<file path="src/rtl/core_pkg.sv">
// core_pkg: constants and types shared by the fetch stage.
//   XLEN      - address/data width
//   OPC_LEN32 - opcode low bits marking a 32-bit instruction
//   RESET_PC  - default first fetch address
//   hword_t   - one 16-bit instruction parcel
package core_pkg;
   localparam int unsigned XLEN      = 32;
   localparam logic [1:0]  OPC_LEN32 = 2'b11;
   localparam logic [31:0] RESET_PC  = 32'h0000_0000;

   typedef logic [15:0] hword_t;
endpackage

</file>
<file path="src/rtl/fetch_aligner_hword_queue.sv">
// hword_queue: 4-entry halfword FIFO, entry 0 is the head.
//   clk_i, rst_ni          - clock, async active-low reset
//   flush_i                - empty the queue (wins over push/pop)
//   push_n_i               - halfwords appended this cycle (0/1/2)
//   push_lo_i, push_hi_i   - first and second halfword to append
//   pop_n_i                - halfwords removed from the head (0/1/2)
//   count_o                - occupancy 0..4
//   head0_o, head1_o       - entries 0 and 1
module hword_queue
   import core_pkg::*;
(
   input  logic       clk_i,
   input  logic       rst_ni,
   input  logic       flush_i,
   input  logic [1:0] push_n_i,
   input  hword_t     push_lo_i,
   input  hword_t     push_hi_i,
   input  logic [1:0] pop_n_i,
   output logic [2:0] count_o,
   output hword_t     head0_o,
   output hword_t     head1_o
);
   hword_t [3:0] r_q;
   logic   [2:0] r_count;
   hword_t [3:0] w_q_nxt;
   logic   [2:0] w_rem;
   logic   [2:0] w_cnt_nxt;

   // Pop shifts the array down; push lands right after the surviving entries.
   always_comb begin
      w_rem     = r_count - {1'b0, pop_n_i};
      w_q_nxt   = r_q >> {pop_n_i, 4'b0000};
      w_cnt_nxt = w_rem + {1'b0, push_n_i};
      for (int unsigned i = 0; i < 4; i++) begin
         if (push_n_i != 2'd0 && 3'(i) == w_rem)         w_q_nxt[2'(i)] = push_lo_i;
         if (push_n_i == 2'd2 && 3'(i) == w_rem + 3'd1)  w_q_nxt[2'(i)] = push_hi_i;
      end
   end

   always_ff @(posedge clk_i or negedge rst_ni) begin
      if (!rst_ni) begin
         r_q     <= '0;
         r_count <= '0;
      end else if (flush_i) begin
         r_count <= '0;
      end else begin
         r_q     <= w_q_nxt;
         r_count <= w_cnt_nxt;
      end
   end

   assign count_o = r_count;
   assign head0_o = r_q[0];
   assign head1_o = r_q[1];
endmodule

</file>
<file path="src/rtl/fetch_aligner.sv">
// fetch_aligner: instruction fetch and realignment stage.
// Issues word-aligned imem requests (1-cycle response latency), queues the
// returned halfwords and presents one whole instruction per cycle with its PC.
// Redirects flush the queue and restart fetch.
//   imem_req_o/addr_o      - fetch request / word address
//   imem_rdata_i/valid_i   - response to last cycle's request
//   redirect_i/pc_i        - flush and restart at a halfword-aligned PC
//   stall_i                - hold the head instruction
//   instr_valid_o/instr_o/instr_is_c_o/instr_pc_o - head instruction
// Build option: FETCH_RVC_EN enables compressed (16-bit) instructions;
// without it every instruction is one word and redirect_pc_i[1] is ignored.
module fetch_aligner #(
   parameter int unsigned     XLEN     = core_pkg::XLEN,
   parameter logic [XLEN-1:0] RESET_PC = core_pkg::RESET_PC
) (
   input  logic            clk_i,
   input  logic            rst_ni,
   output logic            imem_req_o,
   output logic [XLEN-1:0] imem_addr_o,
   input  logic [31:0]     imem_rdata_i,
   input  logic            imem_valid_i,
   input  logic            redirect_i,
   input  logic [XLEN-1:0] redirect_pc_i,
   input  logic            stall_i,
   output logic            instr_valid_o,
   output logic [31:0]     instr_o,
   output logic            instr_is_c_o,
   output logic [XLEN-1:0] instr_pc_o
);
   import core_pkg::*;

   logic [XLEN-1:0] r_fetch_pc;
   logic [XLEN-1:0] r_head_pc;
   logic            r_outstanding;
`ifdef FETCH_RVC_EN
   logic            r_skip_low;
`endif

   logic [2:0]      w_count;
   hword_t          w_h0, w_h1, w_push_lo;
   logic            w_head_c, w_valid, w_accept, w_req;
   logic [1:0]      w_pop_n, w_push_n, w_q_push_n;
   logic [3:0]      w_budget;
   logic [XLEN-1:0] w_redir_head;

`ifdef FETCH_RVC_EN
   assign w_head_c     = (w_h0[1:0] != OPC_LEN32);
   assign w_valid      = !redirect_i && ((w_count >= 3'd1 && w_head_c) || w_count >= 3'd2);
   assign w_push_n     = r_skip_low ? 2'd1 : 2'd2;
   assign w_push_lo    = r_skip_low ? imem_rdata_i[31:16] : imem_rdata_i[15:0];
   assign w_redir_head = redirect_pc_i;
`else
   assign w_head_c     = 1'b0;
   assign w_valid      = !redirect_i && (w_count >= 3'd2);
   assign w_push_n     = 2'd2;
   assign w_push_lo    = imem_rdata_i[15:0];
   assign w_redir_head = redirect_pc_i & ~XLEN'(2);
`endif

   always_comb begin
      w_pop_n = 2'd0;
      if (w_valid && !stall_i) w_pop_n = w_head_c ? 2'd1 : 2'd2;
   end

   // With a fixed 1-cycle latency the only response that can be in flight at
   // a redirect is the one arriving that same cycle, so squashing reduces to
   // gating the push with !redirect_i. Gating with r_outstanding also drops
   // stray responses after reset.
   assign w_accept   = imem_valid_i && r_outstanding && !redirect_i;
   assign w_q_push_n = w_accept ? w_push_n : 2'd0;

   // Room check: queue after pop, plus the in-flight word, plus this request.
   assign w_budget = 4'(w_count) + {2'b00, r_outstanding, 1'b0} + 4'd2 - 4'(w_pop_n);
   assign w_req    = rst_ni && !redirect_i && (w_budget <= 4'd4);

   hword_queue u_queue (
      .clk_i     (clk_i),
      .rst_ni    (rst_ni),
      .flush_i   (redirect_i),
      .push_n_i  (w_q_push_n),
      .push_lo_i (w_push_lo),
      .push_hi_i (imem_rdata_i[31:16]),
      .pop_n_i   (w_pop_n),
      .count_o   (w_count),
      .head0_o   (w_h0),
      .head1_o   (w_h1)
   );

   always_ff @(posedge clk_i or negedge rst_ni) begin
      if (!rst_ni) begin
         r_fetch_pc    <= RESET_PC;
         r_head_pc     <= RESET_PC;
         r_outstanding <= 1'b0;
`ifdef FETCH_RVC_EN
         r_skip_low    <= 1'b0;
`endif
      end else if (redirect_i) begin
         r_fetch_pc    <= redirect_pc_i & ~XLEN'(3);
         r_head_pc     <= w_redir_head;
         r_outstanding <= 1'b0;
`ifdef FETCH_RVC_EN
         r_skip_low    <= redirect_pc_i[1];
`endif
      end else begin
         r_outstanding <= w_req;
         if (w_req) r_fetch_pc <= r_fetch_pc + XLEN'(4);
         r_head_pc <= r_head_pc + XLEN'({w_pop_n, 1'b0});
`ifdef FETCH_RVC_EN
         if (w_accept) r_skip_low <= 1'b0;
`endif
      end
   end

   assign imem_req_o    = w_req;
   assign imem_addr_o   = r_fetch_pc;
   assign instr_valid_o = w_valid;
   assign instr_o       = !w_valid ? '0 : (w_head_c ? {16'h0000, w_h0} : {w_h1, w_h0});
   assign instr_is_c_o  = w_valid && w_head_c;
   assign instr_pc_o    = r_head_pc;
endmodule

</file>
<file path="config.mk">
export PLATFORM = sky130hd
export DESIGN_NAME = fetch_aligner
export DESIGN_NICKNAME = d
export VERILOG_FILES = /design/src/rtl/core_pkg.sv /design/src/rtl/fetch_aligner_hword_queue.sv /design/src/rtl/fetch_aligner.sv
export SDC_FILE = /design/constraint.sdc
export NUM_CORES = 1
export LEC_CHECK = 0
export CORE_ASPECT_RATIO = 0.7
export CORE_MARGIN = 10
export CORE_UTILIZATION = 45
export CTS_CLUSTER_DIAMETER = 80
export CTS_CLUSTER_SIZE = 25
export DETAILED_ROUTE_END_ITERATION = 12
export DONT_BUFFER_PORTS = 1
export GPL_ROUTABILITY_DRIVEN = 0
export PLACE_DENSITY_LB_ADDON = 0.1
export SLEW_MARGIN = 20
export SYNTH_ARGS = -nofsm -noshare
export SYNTH_HDL_FRONTEND = slang
export SYNTH_SLANG_ARGS = --single-unit
</file>
<file path="constraint.sdc">
create_clock -name clk_i -period 9.1 [get_ports clk_i]
set_input_delay 2.73 -clock clk_i [delete_from_list [all_inputs] [get_ports clk_i]]
set_output_delay 2.73 -clock clk_i [all_outputs]
set_load 0.02 [all_outputs]
</file>
==> results.ini, run 1 <==
[synth]
synth_xor_xnor_area_share_pct=4.160
ys_top_cells_by_count=dfrtp_1 (128), nand2_1 (126), o21ai_0 (38)
synth_top_family_by_area=simple AND/OR/NAND/NOR gates
ys_async_sr_fraction_pct=100.0
synth_ff_type=dfrtp_1
synth.distinct_cells=57
ys_ff_latch=128
synth_top_cell_area_share_pct=46.10
synth_largest_area_cell=dfrtp_1
synthAdderAreaFrac_pct=1.441
yosys.area_share.simple_pct=21.39
ys_seq_area_share_pct=46.10
syn_area_sq_mm=0.006948
synthMuxAreaShare_pct=10.55
avgSynthCellArea_sq_um=9.453
ys_top_cells_by_area=dfrtp_1 (46%), nand2_1 (6.8%), mux2_2 (5.5%)
synth-compound-area-share_pct=11.74
synth_warnings=0
yosysMostFrequentCell=dfrtp_1
netlist_instances=735
synth_edf_count=0

[route]
detail_route.iter0.violations=677
drt_pass1_iterations=5
wl_per_cell_microns=22.77
drt_wl_total_mm=21.20
ant_nets=0
drc=0
vias_per_cell=5.905
dr_total_vias=5498

[clocking]
clk_pin_slew_ps=60
ctsResizeCount=0
holdBufCountCts=0
clock_sinks=128
clk_latency_ps=420
cts_inserted_buffers=17
clk_path_buf_depth=2
cts_setup_buffers=0
htreeDepth=4
tritoncts=yes
cts-root-buf=clkbuf_16

[setup_path]
end_kind=output pin
cp-startpoint=redirect_i
required_ps=6370
criticalPathCategory=input pin to output pin
r2r-start=u_queue.count_o[2]
worst-path-max-fanout=58
critPathArrivalTime_ps=5290
cp-start-kind=input pin
r2r_slack_ps=5310

[global_routing]
met3_usage_pct=8.184
grt_max_degree=130
grt_use_met1_pct=27.74
antenna_found_initial=0
busiest_layer=met2
grt_usage_pct=19.85
overflow=0
use_met2_pct=28.09
first_global_vias=5360
grt_pass1_wl_mm=32.24

[cells_and_area]
fillers=1370
diodes=0
final_layout_size_suffix_gt1_share_pct=11.68
layout-area-overhead-vs-synth_pct=12.05
nets=801

[timing]
maxSlewViolCount=0
period_share_pct=88.09
max_slew_margin_pct=25.95
rsz0062_at_grt=no
setup_viol=0
fin_setup_tns_ps=0
hold_viol=0
tightest_slew_ps=1102
fin_ws_ps=1083
finalCriticalPeriod_ps=8017
max_freq_ghz=0.1247
clock_skew_ps=11.16

[hold_path]
holdCritStartpoint=u_queue.r_q[38]
holdCritPathClass=flop to flop

[floorplan]
initial_core_util_pct=46.61
die_x_microns=168.5
io_pins=168
dieArea_sq_mm=0.02089
num_rows=37
core_area_sq_mm=0.01491
die_h_microns=124.0

[place]
dp_slack_ps=1148
dp_hpwl_mm=15.09
numPortBuffers=0

[pwr]
powerDensity_mw_per_mm2=242.3
peakVddDrop_mv=0.1155
leakage_nw=3.466

[status]
outcome=finished, final reports clean

[flow_run]
drv_cap=0

[routing by layer]
layer	routed length [microns]	share of wire, %
met1	9966	47
met2	9015	43
met3	2018	9.5
met4	201	0.95
met5	0	0
[cell families (layout without fill, tap and decap cells)]
family          count (synthesis)  after routing
other cells                     1              5
simple gates                  300            300
mux                            69             69
flops                         128            128
xor+xnor                       33             33
fa+ha+maj                       8              8
compound gates                119            119
buf+inv                        77             74
[worst paths after layout]
| check | cells after the start | endpoint |
|---|---|---|
| worst max-delay path | 11 | imem_req_o |
| min in group asynchronous | 0 | imem_addr_o[25] |
| worst min-delay path | 2 | u_queue.r_q[38] |
| max in group asynchronous | 0 | u_queue.head0_o[7] |
| worst min register to register | 2 | u_queue.r_q[38] |
| worst max register to register | 13 | imem_addr_o[11] |
[critical path, cell delays in order]
cell and delay (ps):
o21ba_2 220, buf_4 310, nand2b_2 100, inv_1 80
ha_1 140, inv_1 50, ha_1 350, xnor2_1 180
a221oi_1 440, nand3_1 200, clkinv_1 460
[flip-flops by register name, summed over array words and instances, names as in the netlist]
| signal | cells |
|---|---|
| imem_addr_o | 30 |
| instr_pc_o | 31 |
| r_outstanding | 1 |
| u_queue.count_o | 2 |
| u_queue.head0_o | 16 |
| u_queue.head1_o | 16 |
| u_queue.r_q | 32 |
[per-stage QoR]
step / utilization, % / instances / hold slack [ps] / power [mW] / cell area [sq um]
6_report: 52.22 / 931 / 524.3 / 1.886 / 7785
5_1_grt: 52.22 / 931 / 546.5 / 1.974 / 7785
4_1_cts: 52.22 / 931 / 527.1 / 1.896 / 7785
3_3_place_gp: 47.61 / 900 / 509.3 / 1.066 / 7097
2_1_floorplan: - / 739 / 499.3 / 1.011 / 6963
3_5_place_dp: 47.61 / 900 / 518.1 / 1.087 / 7097
[cell type report]
| class | count | area (sq um) | area share (%) |
|---|---|---|---|
| multi-input cells | 534 | 3458 | 44.42 |
| flip-flops and latches | 128 | 3203 | 41.14 |
| clock buffers | 18 | 429.2 | 5.513 |
| clock inverters | 13 | 259.0 | 3.327 |
| well taps | 195 | 244.0 | 3.134 |
| inverters | 35 | 131.4 | 1.688 |
| repair buffers | 8 | 60.06 | 0.7715 |
[cells in the final DEF (no fill, tap or decap), types with 8 or more instances in the layout]
cell,count
dfrtp_1,128
nand2_1,126
o21ai_0,38
and2_1,35
mux2i_1,35
inv_1,34
mux2_2,34
nand3_1,30
xor2_1,27
nor2_1,27
clkbuf_16,17
a22o_1,16
and3_1,13
nand4_1,13
nor3_1,13
a21oi_1,13
ha_1,8
buf_4,8
[power breakdown]
| part | switching (mW) | total (mW) | internal [mW] |
|---|---|---|---|
| combinational | 0.122 | 0.253 | 0.131 |
| sequential | 0.134 | 0.825 | 0.691 |
| clock | 0.266 | 0.808 | 0.543 |
Power figures use the tool's default switching activity.
==> run 2, diff against run 1 <==
==> constraint.sdc (replaced) <==
create_clock -name clk_i -period 9.1 [get_ports clk_i]
set_input_delay 1.82 -clock clk_i [delete_from_list [all_inputs] [get_ports clk_i]]
set_output_delay 1.82 -clock clk_i [all_outputs]
set_load 0.02 [all_outputs]
==> results.ini, run 2 (synthesis gave the netlist of run 1 again) <==
[route]
vias_per_cell=5.910  ; about the same
detail_route.iter0.violations=556  ; -18%
wl_met1_mm=9.432  ; -5.4%
dr_total_vias=5502  ; +0.073%
drt_pass1_iterations=5  ; unchanged
wl_per_cell_microns=22.46  ; -1.4%
ant_nets=0  ; unchanged
wl_met3_mm=2.313  ; +15%
drt_wl_total_mm=20.91  ; -1.4%
wl_met2_mm=8.827  ; -2.1%
drc=0  ; unchanged
dr.max_layer_used=met4

[flow_run]
drv_cap=0  ; unchanged

[clocking]
cts_setup_buffers=0  ; unchanged
clock_sinks=128  ; unchanged
clk_latency_ps=430  ; about the same
tritoncts=yes
cts_inserted_buffers=17  ; unchanged
ctsResizeCount=0  ; unchanged
htreeDepth=4  ; unchanged
clk_path_buf_depth=2  ; unchanged
clk_pin_slew_ps=60  ; about the same
holdBufCountCts=0  ; unchanged
cts-root-buf=clkbuf_16

[place]
dp_hpwl_mm=15.06  ; -0.22%
placed_area_sq_mm=0.007089  ; -0.11%
numPortBuffers=0  ; unchanged
placedCellCount=899  ; -0.11%
dp_slack_ps=2776  ; +1629 ps

[floorplan]
initial_core_util_pct=46.61  ; unchanged
dieArea_sq_mm=0.02089  ; unchanged
io_pins=168  ; unchanged
core_area_sq_mm=0.01491  ; unchanged
die_h_microns=124.0  ; unchanged
num_rows=37  ; unchanged
die_x_microns=168.5  ; unchanged

[timing]
rsz0062_at_grt=no
maxSlewViolCount=0  ; unchanged
fin_setup_tns_ps=0  ; unchanged
setup_viol=0  ; unchanged
tightest_slew_ps=1080  ; -21.29 ps
max_freq_ghz=0.1585  ; +27%
fin_ws_ps=2791  ; +1707 ps
clock_skew_ps=12.16  ; +1.002 ps
fin_hold_ws_ps=522.2  ; -2.091 ps
hold_viol=0  ; unchanged
max_slew_margin_pct=27.98  ; +2.0 points
period_share_pct=69.33  ; -19 points
finalCriticalPeriod_ps=6309  ; -1707 ps

[cells_and_area]
final_area_sq_mm=0.007776  ; -0.11%
layout-area-overhead-vs-synth_pct=11.92
fin_cells=931  ; unchanged
largest_reg_flops=32  ; unchanged
mostFrequentLayoutCell=dfrtp_1
final_layout_size_suffix_gt1_share_pct=11.82  ; +0.14 points
finalCoreUtilization_pct=52.17  ; -0.059 points
diodes=0  ; unchanged
nets=800  ; -0.12%
layout.cells.most_common_list=dfrtp_1 (128), nand2_1 (126), o21ai_0 (38), and2_1 (35), mux2i_1 (35)
largest_register=u_queue.r_q

[setup_path]
critPathArrivalTime_ps=4490  ; -800 ps
critPathTopFamily=compound AO/OA/AOI/OAI gates
required_ps=7280  ; +910 ps
criticalPathCategory=input pin to output pin
cp-start-kind=input pin
critPathMaxStageDelay_ps=730  ; +270 ps
crit_path_cell_trace=o21ba_2 > nand2b_2 > inv_1 > ha_1 > inv_1 > ha_1 > xnor2_1 > a221oi_1 > nand3_1 > clkinv_1
critPathBufInv=3  ; -1
worst-path-max-fanout=58  ; unchanged
end_kind=output pin
slowest_stage=o21ba_2

[hold_path]
holdCritPathClass=flop to flop

[global_routing]
overflow=0  ; unchanged
grt_max_degree=130  ; unchanged
grt_pass1_wl_mm=31.86  ; -1.2%
grt_usage_pct=19.73  ; -0.12 points
first_global_vias=5309  ; -0.95%
antenna_found_initial=0  ; unchanged

[pwr]
leakage_nw=3.451  ; -0.43%
power.total_mw=1.868  ; -0.95%
peakVddDrop_mv=0.1434  ; +24%
powerDensity_mw_per_mm2=240.2  ; -0.83%

[status]
outcome=finished, final reports clean

==> run 2: report_power, final <==
group          internal (mW)  switching (mW)  total [mW]
Combinational          0.131           0.121       0.252
Sequential             0.691           0.130       0.821
Clock                  0.529           0.266       0.795
Total                   1.35           0.518        1.87
==> run 2: final cells by class <==
class / instances / area, sq um
clock inverters: 13 / 234.0
clock buffers: 19 / 452.9
fillers: 1353 / 7131
multi-input cells: 534 / 3458
well taps: 195 / 244.0
inverters: 35 / 131.4
flip-flops and latches: 128 / 3203
repair buffers: 7 / 52.55
==> run 2: worst reg2reg max path: cells and delay by family (launching register included) <==
family,cells,cell delay [ps]
adder cells (fa/ha/maj),2,470
XOR/XNOR,1,240
AO/OA/AOI/OAI,4,1520
flip-flops,1,540
AND/OR/NAND/NOR,2,250
buffers and inverters,3,730
==> run 2: per-layer routing <==
layer	up-vias	track usage, %
li1	2541	-
met1	2710	27.67
met2	225	27.31
met3	26	7.271
met4	0	6.833
met5	-	0
==> run 2: final timing paths <==
kind,start,end,slack [ps],depth (start not counted)
setup / recovery,redirect_i,imem_req_o,2790,10
hold / removal,u_queue.r_q[40],u_queue.r_q[40],520,2
setup reg to reg,u_queue.count_o[2],imem_addr_o[11],5240,12
hold reg to reg,u_queue.r_q[40],u_queue.r_q[40],520,2
max in group asynchronous,rst_ni,instr_pc_o[31],7730,0
min in group asynchronous,rst_ni,imem_addr_o[23],1090,0
==> run 3, diff against run 2 <==
--- a/config.mk
+++ b/config.mk
@@ -5,6 +5,7 @@
 export SDC_FILE = /design/constraint.sdc
 export NUM_CORES = 1
 export LEC_CHECK = 0
+export ABC_AREA = 1
 export CORE_ASPECT_RATIO = 0.7
 export CORE_MARGIN = 10
 export CORE_UTILIZATION = 45
==> constraint.sdc (replaced) <==
create_clock -name clk_i -period 6.55 [get_ports clk_i]
set_input_delay 1.31 -clock clk_i [delete_from_list [all_inputs] [get_ports clk_i]]
set_output_delay 1.31 -clock clk_i [all_outputs]
set_load 0.02 [all_outputs]
==> results.ini, run 3 <==
[status]
outcome=finished, final reports clean

[timing]
max_freq_ghz=0.2262
period_share_pct=67.50
hold_viol=0  ; unchanged
max_slew_margin_pct=44.04  ; +16 points
clock_skew_ps=10.51  ; -1.652 ps
tightest_slew_ps=837.0  ; -243.3 ps
finalCriticalPeriod_ps=4421
maxSlewViolCount=0  ; unchanged
setup_viol=0  ; unchanged
rsz0062_at_grt=no
fin_setup_tns_ps=0  ; unchanged

[cells_and_area]
multiInputGateArea_sq_mm=0.003824  ; +11%
final_layout_size_suffix_gt1_share_pct=5.177  ; -6.6 points
mostFrequentLayoutCell=nand2_1
nets=1165  ; +46%
largest_reg_flops=32  ; unchanged
seq_area_sq_mm=0.003203  ; unchanged
diodes=0  ; unchanged
largest_register=u_queue.r_q
fillers=1720  ; +27%
layout-area-overhead-vs-synth_pct=9.741
layout.cells.most_common_list=nand2_1 (409), nand3_1 (162), nor2_1 (137), dfrtp_1 (128), inv_1 (82)

[hold_path]
holdCritPathClass=flop to flop
hold_depth=2  ; unchanged

[clocking]
clock_sinks=128  ; unchanged
cts_setup_buffers=0  ; unchanged
holdBufCountCts=0  ; unchanged
cts_inserted_buffers=17  ; unchanged
htreeDepth=4  ; unchanged
ctsResizeCount=0  ; unchanged
clk_pin_slew_ps=60  ; about the same
clk_latency_ps=430  ; about the same
clk_path_buf_depth=2  ; unchanged
cts-root-buf=clkbuf_16
tritoncts=yes

[synth]
ys_top_cells_by_area=dfrtp_1 (42%), nand2_1 (20%), nand3_1 (11%)
synth.distinct_cells=30  ; -47%
ys_seq_area_share_pct=42.27  ; -3.8 points
yosysMostFrequentCell=nand2_1
netlist_instances=1108  ; +51%
synth_largest_area_cell=dfrtp_1
synth_top_cell_area_share_pct=42.27  ; -3.8 points
syn_area_sq_mm=0.007579  ; +9.1%
ys_ff_latch=128  ; unchanged
synth_edf_count=0  ; unchanged
synth_ff_type=dfrtp_1
synth_warnings=0  ; unchanged
ys_top_cells_by_count=nand2_1 (410), nand3_1 (162), nor2_1 (137)
ys_async_sr_fraction_pct=100.0  ; unchanged
avgSynthCellArea_sq_um=6.840  ; -28%

[route]
drt_pass1_iterations=5  ; unchanged
dr_total_vias=7063  ; +28%
drc=0  ; unchanged
detail_route.iter0.violations=826  ; +49%
drt_wl_total_mm=24.85  ; +19%
vias_per_cell=5.327  ; -9.9%
ant_nets=0  ; unchanged
wl_per_cell_microns=18.74  ; -17%

[setup_path]
worst-path-max-fanout=45  ; -22%
crit_top_cell=nand2_1
cp-start-kind=input pin
critPathBufInv=2  ; -1
criticalPathCategory=input pin to output pin
crit_path_cell_trace=inv_2 > o21ai_4 > nor2_4 > ha_1 > inv_1 > ha_1 > nand2_1 > nand2_1 > nand2_1 > nand2_1 > nor2_2
slowest_stage=nor2_4
critPathTopFamily=simple AND/OR/NAND/NOR gates
required_ps=5240  ; -2040 ps
critPathArrivalTime_ps=3110  ; -1380 ps
r2r_cells=14  ; +2
critPathMaxStageDelay_ps=440  ; -290 ps
cp.depth=11  ; +1
end_kind=output pin

[floorplan]
num_rows=39  ; +5.4%
dieArea_sq_mm=0.02251  ; +7.8%
io_pins=168  ; unchanged
die_h_microns=128.6  ; +3.7%
initial_core_util_pct=46.22  ; -0.39 points
die_x_microns=175.1  ; +3.9%
core_area_sq_mm=0.01640  ; +10%

[pwr]
power.total_mw=2.555  ; +37%
peakVddDrop_mv=0.1497  ; +4.4%
leakage_nw=4.016  ; +16%
powerDensity_mw_per_mm2=307.2  ; +28%

[flow_run]
drv_cap=0  ; unchanged

[place]
dp_hpwl_mm=18.26  ; +21%
numPortBuffers=0  ; unchanged

[global_routing]
grt_usage_pct=21.82  ; +2.1 points
overflow=0  ; unchanged
grt_pass1_wl_mm=38.47  ; +21%
grt_max_degree=130  ; unchanged
first_global_vias=6507  ; +23%
antenna_found_initial=0  ; unchanged

[run 3: cell count changes in the layout (fill, tap and decap cells not counted), sizes merged, moves of 10 or more]
cell    change
mux2       -34
nand3b     +20
nor2      +114
and3       -13
a21oi      -10
o21ai      +11
and2       -35
nand2     +289
mux2i      -35
a22o       -16
xor2       -18
inv        +59
nand3     +134
nor3       -13
[run 3: kinds of logic (layout without fill, tap and decap cells)]
group,after synthesis,count (layout),share of synthesized area [%]
buf+inv,136,125,7.512
compound gates,56,56,4.028
fa+ha+maj,8,8,1.321
simple gates,762,762,42.86
other cells,1,5,0.04948
xor+xnor,17,17,1.965
flops,128,128,42.27
[run 3: cell type report]
type / instances / area share, %
Clock buffer: 18 / 5.160
Timing Repair Buffer: 5 / 0.5416
Clock inverter: 14 / 2.452
Multi-Input combinational cell: 848 / 45.98
Inverter: 88 / 3.972
Tap cell: 225 / 3.385
Sequential cell: 128 / 38.51
[run 3: per-stage QoR]
step / instances / area [sq um] / setup slack (ps) / util [%] / hold WS [ps]
floorplan: 1112 / 7594 / 1935 / - / 463.5
global placement: 1293 / 7669 / 2162 / 46.77 / 477.1
detailed placement: 1293 / 7669 / 2121 / 46.77 / 482.4
CTS: 1325 / 8302 / 2120 / 50.63 / 496.6
global route: 1326 / 8317 / 1962 / 50.72 / 514.1
finish: 1326 / 8317 / 2129 / 50.72 / 491.5
[run 3: final timing paths]
path,slack (ps),from,end
min in group asynchronous,580,rst_ni,imem_addr_o[27]
setup reg to reg,3160,u_queue.count_o[2],imem_addr_o[24]
max in group asynchronous,5680,rst_ni,u_queue.r_q[48]
hold / removal,490,u_queue.r_q[41],u_queue.r_q[41]
hold reg to reg,490,u_queue.r_q[41],u_queue.r_q[41]
setup / recovery,2130,redirect_i,imem_req_o
[run 3: power by group]
group	internal, mW	total (mW)	switching [mW]	leakage [nW]
Combinational	0.150	0.374	0.224	2.11
Clock	0.644	1.04	0.397	0.299
Sequential	0.950	1.14	0.189	1.61
[run 3: worst reg2reg max path, stage by stage (launching register included)]
cell and delay, ps:
dfrtp_1 550, o21ai_4 100, nor2_4 440, ha_1 250
inv_1 40, ha_1 290, inv_1 60, nand2_1 40
nand3_1 70, nand2_1 60, inv_1 50, nand3_1 590
nand2_1 550, nand3_1 140, nand2_1 100
[run 3: routing by layer]
layer	GRT usage, %	routed length (microns)	vias up
li1	-	-	3483
met1	32.07	12060	3329
met2	29.54	10030	239
met3	8.299	2639	12
met4	4.423	121	0
met5	0	0	-
